<file path="src/rtl/regdbg_pkg.sv">
// Shared types and constants for the register-file debug master.
package regdbg_pkg;

    localparam int REG_COUNT = 32;

    localparam logic MODE_DUMP = 1'b0;
    localparam logic MODE_LOAD = 1'b1;

    typedef enum logic [2:0] {
        IDLE,
        WAIT_IDLE,
        DUMP_RD,
        DUMP_TX,
        LOAD,
        DONE
    } regdbg_state_t;

endpackage

</file>
<file path="src/rtl/regfile_debug_master.sv">
// Debug initiator that dumps/preloads a wrapping register range; REGDBG_CHECKSUM_EN adds an XOR checksum port.
// Latency: dump_valid in cycle 3 after start (1 word / 2 cycles), load_ready in cycle 2 (1 word / cycle).
// Backpressure: dump word held stable while dump_ready=0; load stalls while load_valid=0; waits on cpu_idle forever.
module regfile_debug_master
    import regdbg_pkg::*;
#(
    parameter int DATA_W = 32,
    parameter int ADDR_W = 5
) (
    input  logic              clk,
    input  logic              reset,
    input  logic              start,
    input  logic              mode,
    input  logic [ADDR_W-1:0] first_addr,
    input  logic [ADDR_W-1:0] last_addr,
    input  logic              cpu_idle,
    output logic              busy,
    output logic              done,
    output logic [ADDR_W-1:0] ra,
    input  logic [DATA_W-1:0] rd,
    output logic [ADDR_W-1:0] wa,
    output logic [DATA_W-1:0] wd,
    output logic              we,
    output logic              dump_valid,
    input  logic              dump_ready,
    output logic [ADDR_W-1:0] dump_addr,
    output logic [DATA_W-1:0] dump_data,
    input  logic              load_valid,
    output logic              load_ready,
    input  logic [DATA_W-1:0] load_data
`ifdef REGDBG_CHECKSUM_EN
    ,
    output logic [DATA_W-1:0] checksum
`endif
);

    regdbg_state_t     state;
    logic              mode_q;
    logic [ADDR_W-1:0] cnt;
    logic [ADDR_W-1:0] last_q;
    logic              at_last;
    logic              dump_hs;
    logic              load_hs;

    assign at_last    = (cnt == last_q);
    assign dump_hs    = (state == DUMP_TX) && dump_ready;
    assign load_hs    = (state == LOAD) && load_valid;

    assign busy       = (state != IDLE);
    assign done       = (state == DONE);
    assign dump_valid = (state == DUMP_TX);
    assign load_ready = (state == LOAD);
    assign ra         = (state == DUMP_RD) ? cnt : '0;
    assign wa         = load_ready ? cnt : '0;
    assign wd         = load_ready ? load_data : '0;
    // r0 is hardwired zero in the core, so words aimed at it are consumed silently
    assign we         = load_hs && (cnt != '0);

    always_ff @(posedge clk or posedge reset) begin
        if (reset) begin
            state     <= IDLE;
            mode_q    <= MODE_DUMP;
            cnt       <= '0;
            last_q    <= '0;
            dump_addr <= '0;
            dump_data <= '0;
        end else begin
            case (state)
                IDLE: begin
                    if (start) begin
                        mode_q <= mode;
                        cnt    <= first_addr;
                        last_q <= last_addr;
                        state  <= WAIT_IDLE;
                    end
                end
                WAIT_IDLE: begin
                    if (cpu_idle) state <= (mode_q == MODE_LOAD) ? LOAD : DUMP_RD;
                end
                DUMP_RD: begin
                    dump_data <= rd;
                    dump_addr <= cnt;
                    state     <= DUMP_TX;
                end
                DUMP_TX: begin
                    if (dump_ready) begin
                        if (at_last) begin
                            state <= DONE;
                        end else begin
                            cnt   <= cnt + ADDR_W'(1);
                            state <= DUMP_RD;
                        end
                    end
                end
                LOAD: begin
                    if (load_valid) begin
                        if (at_last) state <= DONE;
                        else         cnt   <= cnt + ADDR_W'(1);
                    end
                end
                DONE:    state <= IDLE;
                default: state <= IDLE;
            endcase
        end
    end

`ifdef REGDBG_CHECKSUM_EN
    logic [DATA_W-1:0] csum;

    always_ff @(posedge clk or posedge reset) begin
        if (reset) begin
            csum <= '0;
        end else if ((state == IDLE) && start) begin
            csum <= '0;
        end else if (dump_hs) begin
            csum <= csum ^ dump_data;
        end else if (load_hs) begin
            csum <= csum ^ load_data;
        end
    end

    assign checksum = csum;
`endif

endmodule

</file>
<file path="config.mk">
export PLATFORM = sky130hd
export DESIGN_NAME = regfile_debug_master
export DESIGN_NICKNAME = d
export VERILOG_FILES = /design/src/rtl/regdbg_pkg.sv /design/src/rtl/regfile_debug_master.sv
export SDC_FILE = /design/constraint.sdc
export NUM_CORES = 1
export LEC_CHECK = 0
export CORE_ASPECT_RATIO = 1.5
export CORE_MARGIN = 4
export CORE_UTILIZATION = 33
export DETAILED_ROUTE_END_ITERATION = 10
export GPL_ROUTABILITY_DRIVEN = 0
export PLACE_DENSITY = 0.83
export SYNTH_ARGS = -nofsm -noshare
export SYNTH_HDL_FRONTEND = slang
export SYNTH_SLANG_ARGS = --single-unit
</file>
<file path="constraint.sdc">
create_clock -name clk -period 1.7 [get_ports clk]
set_input_delay 0.34 -clock clk [delete_from_list [all_inputs] [get_ports clk]]
set_output_delay 0.34 -clock clk [all_outputs]
set_load 0.02 [all_outputs]
</file>
# Word level (Yosys, flattened, before mapping)
# Index checks and enable logic that the tools add are counted.
[word_totals] inputBits=81 register_bits=51 word_cells=43
[classes] muxes=16 n_eq_ne=11 n_reduce_logical=9 n_addsub=1
[op_table] cell="two-way mux 32 bit" n=1
[op_table] cell="two-way mux 5 bit" n=6
[op_table] cell="two-way mux 3 bit" n=7
[op_table] cell="case mux 3 bit (5 select lines)" n=1
[op_table] cell="case mux 5 bit (3 select lines)" n=1
[op_table] cell="== test 3 x 2 -> 1 bit (second input constant)" n=2
[op_table] cell="== test 3 bit (second input constant)" n=2
[op_table] cell="inequality test 2 bit (second input constant)" n=3
[op_table] cell="nonzero test 3 bit" n=2
[op_table] cell="adder 5 x 1 -> 5 bit (second input constant)" n=1
[op_table] cell="== test 5 bit" n=1
[op_table] cell="AND reduction 5 bit" n=1
[op_table] cell="nonzero test 5 bit" n=1
[op_table] cell="inequality test 2 x 1 -> 1 bit (second input constant)" n=2
[op_table] cell="AND reduction 4 bit" n=1
[op_table] cell="== test 3 x 1 -> 1 bit (second input constant)" n=1
[op_table] cell="zero test 3 bit" n=1
[op_table] cell="logical AND 1 bit" n=2
[op_table] cell="AND reduction 2 bit" n=1

# Longest topological paths before layout
# Gate-level depths: netlist (run 1).
[logic_depth] depth_word=4 depth_mapped=6 mapped_depth_nobuf=5

# Worst setup path after synthesis (run 1)
# No wires, ideal clock.
[synth_timing] path_kind="reg2out" from="register state[0]" to="output port wd[23]" arrival_ns=1.569 path_stages_with_launch=4 slack_ns=-0.209 required_time_ns=1.360 cell_sequence="dfrtp_1 -> nor3b_2 -> clkbuf_1 -> and2_1"
[synth_between] elab_chain_cells=2
[synth_lines] element="start: declaration" line_no="regfile_debug_master.sv:37" rtl="regdbg_state_t state;"
[synth_lines] element="start signal: assignment" line_no="regfile_debug_master.sv:78" rtl="if (cpu_idle) state <= (mode_q == MODE_LOAD) ? LOAD : DUMP_RD;"
[synth_lines] element="== test 3 bit" line_no="regfile_debug_master.sv:52" rtl="assign load_ready = (state == LOAD);"
[synth_lines] element="net load_ready" line_no="regfile_debug_master.sv:29" rtl="output logic load_ready,"
[synth_lines] element="two-way mux 32 bit" line_no="regfile_debug_master.sv:55" rtl="assign wd = load_ready ? load_data : '0;"
[synth_lines] element="end: declaration" line_no="regfile_debug_master.sv:22" rtl="output logic [DATA_W-1:0] wd,"
# The timed path passes the listed nets, and every way through them passes these cells.

# Final worst setup path (run 1)
[layout_timing] from="register state[0]" to="output port wa[4]"
[layout_between] elab_chain_cells=2
[layout_lines] element="== test 3 bit" line_no="regfile_debug_master.sv:52"
[layout_lines] element="two-way mux 5 bit" line_no="regfile_debug_master.sv:54" rtl="assign wa = load_ready ? cnt : '0;"
[layout_lines] element="end: declaration" line_no="regfile_debug_master.sv:21" rtl="output logic [ADDR_W-1:0] wa,"
# Every way passes these cells.

==> results of run 1 <==
-- stage by stage --
step                      hold slack (ns)  cell area (µm²)  utilization  worst slack, ns
after floorplan                     0.457             2640            -          -0.0185
after global placement              0.489             4580        0.595           -0.781
after detailed placement            0.494             4580        0.595           -0.785
after CTS                           0.399             4990        0.648           -0.212
after global routing                0.434             5080        0.659           -0.295
final                               0.393             5080        0.659           -0.231
-- cell usage after synthesis, drive strengths merged (3+ instances only) --
cell type  instances
clkbuf             7
and2              42
dfrtp             51
nor2               7
inv                6
xnor2              5
a31oi              3
nand3              3
buf                8
mux2i              4
o211ai             3
o21ai              5
mux2              42
-- tightest hold or removal path: cells and delay by family --
kind	cells	cell delay, ns
buf+inv	3	0.71
-- routing by layer --
metal	vias up	GRT usage
met5	-	0
met4	0	0.0440
met3	10	0.0490
met2	115	0.346
met1	1193	0.158
li1	1160	-
-- timing repair --
item,4_1_cts,5_1_grt
pin swaps,8,3
buffers inserted,9,8
endpoints found under the hold margin,0,0
cloned,1,0
resized for setup,322,22
endpoints found under the setup margin,71,80
-- how the worst max path moves through the flow --
stage / start / to / slack, ns
2_1_floorplan: state[1]$_DFFE_PP0P_ / cnt[0]$_DFFE_PP0P_ / -0.02
3_3_place_gp: load_valid / we / -0.78
3_5_place_dp: load_valid / we / -0.78
4_1_cts: state[0]$_DFFE_PP0P_ / wd[12] / -0.21
5_1_grt: state[0]$_DFFE_PP0P_ / wd[30] / -0.29
6_report: state[0]$_DFFE_PP0P_ / wa[4] / -0.23
-- flip-flops by register name (all words and copies together), names as in the netlist --
signal,count
dump_data,32
cnt,5
dump_addr,5
last_q,5
state,3
mode_q,1
-- layout make-up --
type	instances	area, µm²	area share
inverter	6	22.5	0.00444
multi-input combinational	148	1390	0.274
clock buffer	8	156	0.0308
tap	102	128	0.0251
timing repair buffer	208	2110	0.415
sequential	51	1280	0.251
-- layout by cell type (no fill, tap or decap), drive strengths merged, types with 3 or more instances in the layout --
master         netlist  layout
inv                  6       6
nand3                3       3
a31oi                3       3
clkbuf               7       8
clkdlybuf4s50        0     116
dfrtp               51      51
o21ai                5       5
nor2                 7       7
o211ai               3       3
mux2i                4       4
and2                42      42
xnor2                5       5
buf                  8      91
mux2                42      42
-- power by group through the flow --
stage,Clock [W],Combinational (W),Sequential [W]
finish,0.00103,0.00481,0.00218
global route,0.00111,0.00512,0.00227
CTS,0.00108,0.00465,0.00219
detailed placement,0,0.00446,0.00220
global placement,0,0.00438,0.00216
floorplan,0,0.00189,0.00275
-- cell families after synthesis --
group | share of synthesized area
and+or+nand+nor | 0.181
DFF | 0.486
muxes | 0.195
AOI/OAI and AO/OA | 0.0748
buffers and inverters | 0.0367
xor gates and xnor gates | 0.0167
adders and majority gates | 0.00953
==> impl_metrics.ini, run 1 <==
[power_and_ir_drop]
pwr-share-comb = 0.599
sequentialPowerShare = 0.272
p_switching_w = 0.00290
ir_worst_vdd_mv = 0.994
p_clk_frac = 0.129
power.internal_w = 0.00513
p_total_w = 0.00802
power.leakage_nw = 2.23
switching_share = 0.361
power_per_cell_area_nw_per_um2 = 1580

[floorplan]
initial_utilization = 0.340
die_h_um = 117
die_area_um2 = 9470
die_w_um = 80.8
io_pins = 165
num_rows = 39
core_area_um2 = 7710

[sta]
worstMarginPinSlew_ns = 0.434
slew_headroom = 0.711
slew_violations = 0
max_freq_ghz = 0.518
rsz0062_at_grt = true
fin_tns_setup_ns = -9.17
finalCriticalPeriod_ns = 1.93
fin_skew_ns = 0.00471
min_period_over_period = 1.14
setup_slack_ns = -0.231
hold_violations = 0
setup_viol = 51

[worst_setup_path]
r2r-end = cnt[2]$_DFFE_PP0P_
r2r_start = state[0]$_DFFE_PP0P_
slowest_stage = dfrtp_1
critical_path.top_delay_family = buffers and inverters
cpMostUsedCell = buf_6
max_stage_delay_ns = 0.41
path_class = reg2out
end_kind = primary output
cp_cell_sequence = buf_6 > nor3b_4 > buf_6 > buf_12 > and2_1 > buf_6
worst-path-buf-inv = 4
cp.required_ns = 1.36
critPathLaunchType = flop
reg2reg_depth = 9
path_max_fanout = 15
path_depth = 6
worstPathArrival_ns = 1.59
r2r_setup_slack_ns = -0.16

[layout]
area_delta_synth_final_pct = 93.4
num-fill-cells = 593
layout-drive-gt1-share = 0.449
n_antenna_cell = 0
fin_cells = 523
nets = 503

[synth]
synth.top_cell.area_share = 0.486
ys_seq_area_frac = 0.486
synth_top_area_cell = dfrtp_1
ys_types = 41
syn_area_um2 = 2630
async_flop_share = 1.00
syn_inst = 220
synth_ff_type = dfrtp_1
synthTopCellsByArea = dfrtp_1 49%, mux2_2 18%, and2_1 10%, xnor2_1 1.7%, mux2i_1 1.5%
synth-edff-count = 0
ys_ff_latch = 51
syn_area_per_cell_um2 = 11.9
ys.warnings.count = 0
syn-num-nets = 303

[drt]
ant_nets = 0
totalWireLength_um = 8510
dr_wl_met3_um = 808
vias_per_cell = 4.74
top_layer = met4
route.detailed.drc = 0
wl_met2_um = 4840
routedWlPerCell_um = 16.3
met1Wirelength_um = 2760
num_vias = 2478
drt_iter0_markers = 70
drt_pass1_iterations = 4

[clock_tree]
numCtsBuffers = 5
root_buffer = clkbuf_16
clk_latency_ns = 0.28
cts_tree = yes
cts.htree.levels = 2
clock_sinks = 51
cts_buffer_depth = 2
postCtsHoldBufs = 0
cts.reportedPaths.clkPinSlew_ns = 0.07

[global_routing]
antenna_found_initial = 0
grt_pass1_vias = 2720
grt_use_total = 0.169
grt_first_pass_wirelength_um = 12700
grt.overflow.total = 0
grt_max_degree = 34

[status]
violations = negative setup slack
status = complete, but fails checks

[flow_run]
cap_violations = 0

[placement]
io_buffer_count = 164
hpwl_um = 6470
dp_cells = 502

[worst_hold_path]
min_path_type = in2async
Note: power is estimated with default switching activity, not from simulation.
==> run 2, diff against run 1 <==
CAP_MARGIN = 25   (was default)
==> results of run 2 <==
The final DEF is identical to that of run 1; final timing and power are the same.
==> run 3, diff against run 2 <==
GPL_TIMING_DRIVEN = 0   (was default)
TNS_END_PERCENT = 1   (was default)
==> impl_metrics.ini, run 3 (same netlist as run 1, synthesis figures left out) <==
[floorplan]
io_pins = 165
die_area_um2 = 9470
core_area_um2 = 7710
die_h_um = 117
initial_utilization = 0.340
die_w_um = 80.8
num_rows = 39

[sta]
slew_headroom = 0.660
setup_slack_ns = -0.262
fin_tns_setup_ns = -10.27
hold_violations = 0
fin_skew_ns = 0.00399
slew_violations = 0
worstMarginPinSlew_ns = 0.509
rsz0062_at_grt = true
min_period_over_period = 1.15
max_freq_ghz = 0.510
finalCriticalPeriod_ns = 1.96
hold_ws_ns = 0.366
setup_viol = 80

[layout]
nets = 497
layout-drive-gt1-share = 0.414
top_register = dump_data
final_area_um2 = 5080
final_common_cell = clkdlybuf4s50_1
final_cell_mix = 116 x clkdlybuf4s50_1, 54 x buf_6, 49 x dfrtp_1
num-fill-cells = 600
largest_register_ff_count = 32
n_antenna_cell = 0
area_delta_synth_final_pct = 93.5
fin_util = 0.659

[worst_setup_path]
path_class = reg2out
worstPathArrival_ns = 1.62
cpMostUsedCell = buf_6
max_stage_delay_ns = 0.41
end_kind = primary output
path_max_fanout = 7
cp_cell_sequence = buf_6 > buf_12 > nor3b_4 > buf_6 > and2_4 > buf_6
cp.required_ns = 1.36
critPathLaunchType = flop
slowest_stage = dfrtp_1

[clock_tree]
postCtsHoldBufs = 0
numCtsBuffers = 5
clk_latency_ns = 0.29
root_buffer = clkbuf_16
clock_sinks = 51
cts.htree.levels = 2
cts_buffer_depth = 2
cts.reportedPaths.clkPinSlew_ns = 0.06
cts_tree = yes

[placement]
dpl_cell_area_um2 = 4420
hpwl_um = 6350
io_buffer_count = 164

[global_routing]
grt_first_pass_wirelength_um = 12500
grt_pass1_vias = 2592
grt.overflow.total = 0
grt_max_degree = 30
grt_use_total = 0.171
antenna_found_initial = 0

[drt]
drt_pass1_iterations = 4
routedWlPerCell_um = 17.0
totalWireLength_um = 8780
num_vias = 2476
route.detailed.drc = 0
drt_iter0_markers = 90
ant_nets = 0
vias_per_cell = 4.79

[status]
status = complete, but fails checks
violations = negative setup slack

[power_and_ir_drop]
p_total_w = 0.00815
power_per_cell_area_nw_per_um2 = 1600
power.leakage_nw = 2.24
ir_worst_vdd_mv = 1.10

[worst_hold_path]
min_path_type = in2reg

[flow_run]
cap_violations = 0
==> run 3: cell count changes in the layout (fill, tap and decap cells not counted), moves of 2 or more <==
cell,previous run,this run
buf_2,1,3
buf_4,31,17
and2_4,35,24
dfrtp_2,0,2
mux2_2,37,22
and2_1,7,18
clkbuf_1,1,3
buf_12,3,5
dfrtp_1,51,49
mux2_4,5,20
==> run 3: path summary, 6_finish.rpt <==
path,start,end,slack (ns),cells after the start
setup / recovery,state[2]$_DFFE_PP0P_,ra[2],-0.26,6
hold / removal,load_valid,state[0]$_DFFE_PP0P_,0.37,3
setup reg to reg,state[0]$_DFFE_PP0P_,cnt[0]$_DFFE_PP0P_,-0.17,7
hold reg to reg,dump_data[16]$_DFFE_PP0N_,dump_data[16]$_DFFE_PP0N_,0.51,1
max in group asynchronous,reset,state[0]$_DFFE_PP0P_,0.76,3
min in group asynchronous,reset,dump_data[15]$_DFFE_PP0N_,0.40,2
==> run 3: per-stage QoR <==
stage | instances | worst slack, ns
6_report | 517 | -0.262
5_1_grt | 517 | -0.325
4_1_cts | 509 | -0.300
3_5_place_dp | 487 | -0.858
3_3_place_gp | 486 | -0.850
2_1_floorplan | 220 | -0.0565
==> run 3: layout make-up <==
cell class                      instances  area (µm²)  share of cell area
Clock buffer                            6         129              0.0254
Sequential cell                        51        1280               0.252
Tap cell                              102         128              0.0251
Clock inverter                          2        12.5             0.00246
Inverter                                6        22.5             0.00443
Buffer                                 15         175              0.0345
Timing Repair Buffer                  187        1910               0.377
Multi-Input combinational cell        148        1420               0.279
==> run 3: critical path, delay by kind of cell, from the launching register on <==
family        cells  cell delay, ns
buf+inv           4            0.55
flops             1            0.41
simple gates      2            0.38
==> run 3: what timing repair did <==
| item | CTS | global route |
|---|---|---|
| endpoints found under the setup margin | 87 | 84 |
| pin swaps | 13 | 22 |
| gates cloned | 0 | 1 |
| buffers inserted | 14 | 9 |
| resized for setup | 281 | 90 |
==> run 3: metal layers <==
metal / vias to the layer above / global-route usage / wire [µm]
met4: 0 / 0.0710 / 182
met3: 12 / 0.0590 / 816
met5: - / 0 / 0
li1: 1145 / - / -
met2: 125 / 0.322 / 4810
met1: 1194 / 0.168 / 2970
==> run 3: where the power goes <==
part / total [W] / switching (W) / leakage [nW] / internal, W
combinational: 0.00492 / 0.00214 / 1.58 / 0.00277
clock: 0.000966 / 0.000422 / 0.0669 / 0.000543
sequential: 0.00227 / 0.000431 / 0.596 / 0.00184
